[config.mk]
export PLATFORM = sky130hd
export DESIGN_NAME = masked_serial_adder_ctrl
export DESIGN_NICKNAME = d
export VERILOG_FILES = /design/src/rtl/masked_serial_adder_ctrl.sv
export SDC_FILE = /design/constraint.sdc
export NUM_CORES = 1
export LEC_CHECK = 0
export ABC_CLOCK_PERIOD_IN_PS = 7700
export CAP_MARGIN = 20
export CORE_MARGIN = 2
export CORE_UTILIZATION = 53
export DETAILED_ROUTE_END_ITERATION = 7
export GPL_TIMING_DRIVEN = 1
export PLACE_DENSITY_LB_ADDON = 0.25
export SYNTH_ARGS = -nofsm -noshare
export SYNTH_HDL_FRONTEND = slang
export SYNTH_SLANG_ARGS = --single-unit
export TNS_END_PERCENT = 1
[constraint.sdc]
create_clock -name clk -period 7.7 [get_ports clk]
set_clock_uncertainty 0.1 [all_clocks]
set_input_delay 1.54 -clock clk [delete_from_list [all_inputs] [get_ports clk]]
set_output_delay 1.54 -clock clk [all_outputs]
set_load 0.1 [all_outputs]
[src/rtl/masked_serial_adder_ctrl.sv]
// Bit-serial first-order Boolean-masked W-bit adder sequencer.
// Two masked half-adder gadgets per cycle; carry shares registered between bit steps.
module masked_serial_adder_ctrl #(
  parameter int unsigned W = 8
) (
  input  logic         clk,
  input  logic         rst,
  input  logic         in_valid,
  output logic         in_ready,
  input  logic [W-1:0] a0,
  input  logic [W-1:0] a1,
  input  logic [W-1:0] b0,
  input  logic [W-1:0] b1,
  input  logic [1:0]   rnd,
  input  logic         rnd_valid,
  output logic         rnd_ready,
  output logic         out_valid,
  input  logic         out_ready,
  output logic [W-1:0] s0,
  output logic [W-1:0] s1,
  output logic         c0,
  output logic         c1,
  output logic         busy
);

  localparam int unsigned IW = (W > 1) ? $clog2(W) : 1;

  typedef enum logic [1:0] {IDLE, RUN, DONE} state_t;

  state_t          state_q, state_d;
  logic [W-1:0]    a0_q, a1_q, b0_q, b1_q;
  logic [W-1:0]    s0_q, s1_q;
  logic            cy0_q, cy1_q;
  logic            c0_q, c1_q;
  logic [IW-1:0]   idx_q;

  logic accept, step, last;
  logic x0, x1, y0, y1;
  logic h1s0, h1s1, h1c0, h1c1;
  logic h2s0, h2s1, h2c0, h2c1;
  logic nc0, nc1;

  assign in_ready  = (state_q == IDLE);
  assign rnd_ready = (state_q == RUN);
  assign out_valid = (state_q == DONE);
  assign busy      = (state_q != IDLE);
  assign s0 = s0_q;
  assign s1 = s1_q;
  assign c0 = c0_q;
  assign c1 = c1_q;

  assign accept = in_valid && in_ready;
  assign step   = (state_q == RUN) && rnd_valid;
  assign last   = (idx_q == IW'(W - 1));

  assign x0 = a0_q[idx_q];
  assign x1 = a1_q[idx_q];
  assign y0 = b0_q[idx_q];
  assign y1 = b1_q[idx_q];

  // Cross-share products are folded onto the fresh mask before touching the other share.
  assign h1s0 = x0 ^ y0;
  assign h1s1 = x1 ^ y1;
  assign h1c0 = (x0 & y0) ^ rnd[0];
  assign h1c1 = (x1 & y1) ^ ((rnd[0] ^ (x0 & y1)) ^ (x1 & y0));

  assign h2s0 = h1s0 ^ cy0_q;
  assign h2s1 = h1s1 ^ cy1_q;
  assign h2c0 = (h1s0 & cy0_q) ^ rnd[1];
  assign h2c1 = (h1s1 & cy1_q) ^ ((rnd[1] ^ (h1s0 & cy1_q)) ^ (h1s1 & cy0_q));

  assign nc0 = h1c0 ^ h2c0;
  assign nc1 = h1c1 ^ h2c1;

  always_comb begin
    state_d = state_q;
    unique case (state_q)
      IDLE:    if (accept) state_d = RUN;
      RUN:     if (step && last) state_d = DONE;
      DONE:    if (out_ready) state_d = IDLE;
      default: state_d = IDLE;
    endcase
  end

  always_ff @(posedge clk or posedge rst) begin
    if (rst) state_q <= IDLE;
    else     state_q <= state_d;
  end

  always_ff @(posedge clk or posedge rst) begin
    if (rst) begin
      a0_q  <= '0;
      a1_q  <= '0;
      b0_q  <= '0;
      b1_q  <= '0;
      s0_q  <= '0;
      s1_q  <= '0;
      cy0_q <= 1'b0;
      cy1_q <= 1'b0;
      c0_q  <= 1'b0;
      c1_q  <= 1'b0;
      idx_q <= '0;
    end else if (accept) begin
      a0_q  <= a0;
      a1_q  <= a1;
      b0_q  <= b0;
      b1_q  <= b1;
      cy0_q <= 1'b0;
      cy1_q <= 1'b0;
      idx_q <= '0;
    end else if (step) begin
      s0_q[idx_q] <= h2s0;
      s1_q[idx_q] <= h2s1;
      cy0_q       <= nc0;
      cy1_q       <= nc1;
      if (last) begin
        c0_q  <= nc0;
        c1_q  <= nc1;
        idx_q <= '0;
      end else begin
        idx_q <= idx_q + IW'(1);
      end
    end
  end

endmodule

==> impl_metrics.tcl <==
set metrics [dict create \
    final-setup-viol-count 0 \
    gr-total-overflow 0 \
    vias 1622 \
    portBuffers 60 \
    worst_pin_slew_ps 980 \
    synth-seq-cells 57 \
    drc 0 \
    coreArea_sq_um 4720 \
    ff2ff_path_depth 9 \
    synth_most_common_cell "dfrtp_1" \
    hold_viol_final 0 \
    cts_buffers 9 \
    grt_antenna_before_repair 0 \
    gr-usage-all-layers_pct 20.1 \
    worstHoldPathCells 1 \
    synth_largest_area_cell "dfrtp_1" \
    synth_area_sq_um 2610 \
    clockRootBuffer "clkbuf_8" \
    r2r_end "c1" \
    grt_pass1_wl_microns 8140 \
    critPathKind "reg -> out" \
    syn-instance-count 184 \
    drt-initial-drc-count 103 \
    post-place-ws_ps 4200 \
    synth_seq_area_share_pct 54.7 \
    clk_path_buf_depth 2 \
    synth_area_leaders "dfrtp_1 55%, mux2_1 21%, mux4_2 6.9%" \
    dp_hpwl_microns 3390 \
    min_period_over_period_pct 49.1 \
    cp_max_fo 4 \
    grt_pass1_vias 1719 \
    cts_setup_buffers 0 \
    worstSetupEndpointType "primary output" \
    dieHeight_microns 74.2 \
    cts_sinks 57 \
    ff2ff_setup_slack_ps 4230 \
    totalWireLength_microns 4860 \
    htreeDepth 3 \
    die_area_sq_um 5500 \
    hp-start "a0_q[2]" \
    grt_start_max_net_pins 58 \
    path_clk_slew_ps 60 \
    via_per_inst 5.12 \
    synth_top_area_share_pct 54.7 \
    firstDrtPassIters 4 \
    layout_setup_ws_ps 3920 \
    maxCapViolations 0 \
    area_growth_pct 31.7 \
    dpl_cell_area_sq_um 3270 \
    synth-edff-count 0 \
    final_area_sq_um 3440 \
    synthTopCellsByCount "57 x dfrtp_1, 48 x mux2_1, 13 x nand2_1" \
    ys_types 26 \
    io_pins 61 \
    syn_nets 229 \
    worstSkewPairLatency_ps 320 \
    async_flop_share_pct 100 \
    cts_tree "done" \
    n_antenna_cell 0 \
    fp.dieW_microns 74.2 \
    cts_resized 0 \
    synth_area_per_cell_sq_um 14.2 \
    holdPathEnd "a0_q[2]" \
    synth_flop_cell "dfrtp_1" \
    ant_nets 0 \
    initial_utilization_pct 55.3 \
    drive_gt1_share_pct 10.8 \
    min_path_type "reg -> reg" \
    rsz0062_at_grt "false" \
    tns_ps 0 \
    period_minus_slack_ps 3780 \
    drv_slew 0 \
    max_slew_margin_pct 34.5 \
    status "complete, no violations" \
    ys_warn_count 0 \
    rows 25 \
    cp.required_ps 6060 \
    ctsHoldBuffers 0 \
    clock.fmax_ghz 0.265 \
    startpoint_type "flip-flop" \
    wl_per_cell_microns 15.3 \
    nets 293 \
    crit_arrival_ps 2140 \
    r2r-start "idx_q[0]" \
    place.gp.congestion 0.783 \
]
layer usage:
layer / vias up / wire (microns) / global-route usage [%]
met2: 36 / 2310 / 30.5
met5: - / 0 / 0
met3: 8 / 200 / 6.10
met4: 0 / 71 / 6.67
met1: 799 / 2280 / 28.0
li1: 779 / - / -
kinds of logic after synthesis:
| family | after synthesis | synth area share (%) |
|---|---|---|
| adder cells (fa/ha/maj) | 6 | 2.88 |
| AO/OA/AOI/OAI | 10 | 2.30 |
| multiplexers | 60 | 29.3 |
| AND/OR/NAND/NOR | 31 | 5.61 |
| buffers and inverters | 12 | 2.01 |
| flip-flops | 57 | 54.7 |
| XOR/XNOR | 8 | 3.21 |
metrics by stage:
step / instances / util (%) / hold slack, ps
after floorplan: 184 / - / 352
after global placement: 304 / 69.2 / 362
after detailed placement: 304 / 69.2 / 374
after CTS: 317 / 72.8 / 387
after global routing: 317 / 72.8 / 402
final: 317 / 72.8 / 381
worst max-delay path: stages, from the launching register on:
cell	delay (ps)
dfrtp_1	390
nor2b_1	240
clkdlybuf4s50_1	1180
sequential cells by signal, indices dropped and copies added, names as in the netlist:
name,flops
a0_q,8
a1_q,8
b0_q,8
b1_q,8
s0,8
s1,8
idx_q,3
state_q,2
c0,1
c1,1
cy0_q,1
cy1_q,1
how the worst max path moves through the flow:
stage | start | endpoint | slack [ps] | depth (start not counted)
after floorplan | state_q[1] | busy | 3440 | 2
after global placement | idx_q[0] | c1 | 4260 | 9
after detailed placement | idx_q[0] | cy1_q | 4200 | 9
after CTS | state_q[1] | rnd_ready | 3920 | 2
after global routing | state_q[1] | rnd_ready | 3850 | 2
final | state_q[1] | rnd_ready | 3920 | 2
cell usage in the layout, fill, tap and decap left out:
master / count
clkdlybuf4s50_1: 60
dfrtp_1: 57
mux2_1: 48
nand2_1: 13
clkbuf_8: 12
mux4_2: 8
nor2_1: 6
ha_1: 6
o21ai_1: 5
mux2_2: 4
xnor2_1: 4
xor2_1: 3
and2_1: 2
nand3b_1: 2
nand3_1: 2
nor3b_1: 2
nor3_1: 2
inv_1: 2
a22o_1: 2
buf_4: 2
nor2b_1: 1
nand2b_1: 1
a21o_1: 1
inv_2: 1
a21oi_1: 1
xnor3_1: 1
o21ai_0: 1
clkbuf_1: 1
area by class of cell:
cell class / instances / area [sq um]
sequential: 57 / 1430
fill: 334 / 1290
multi-input combinational: 115 / 1130
timing repair buffer: 62 / 616
clock buffer: 13 / 169
tap: 67 / 83.8
inverter: 3 / 11.3
Power is left out: the tool's default activity adds up to more than one toggle a clock period on the data nets, which glitch-free logic cannot reach.
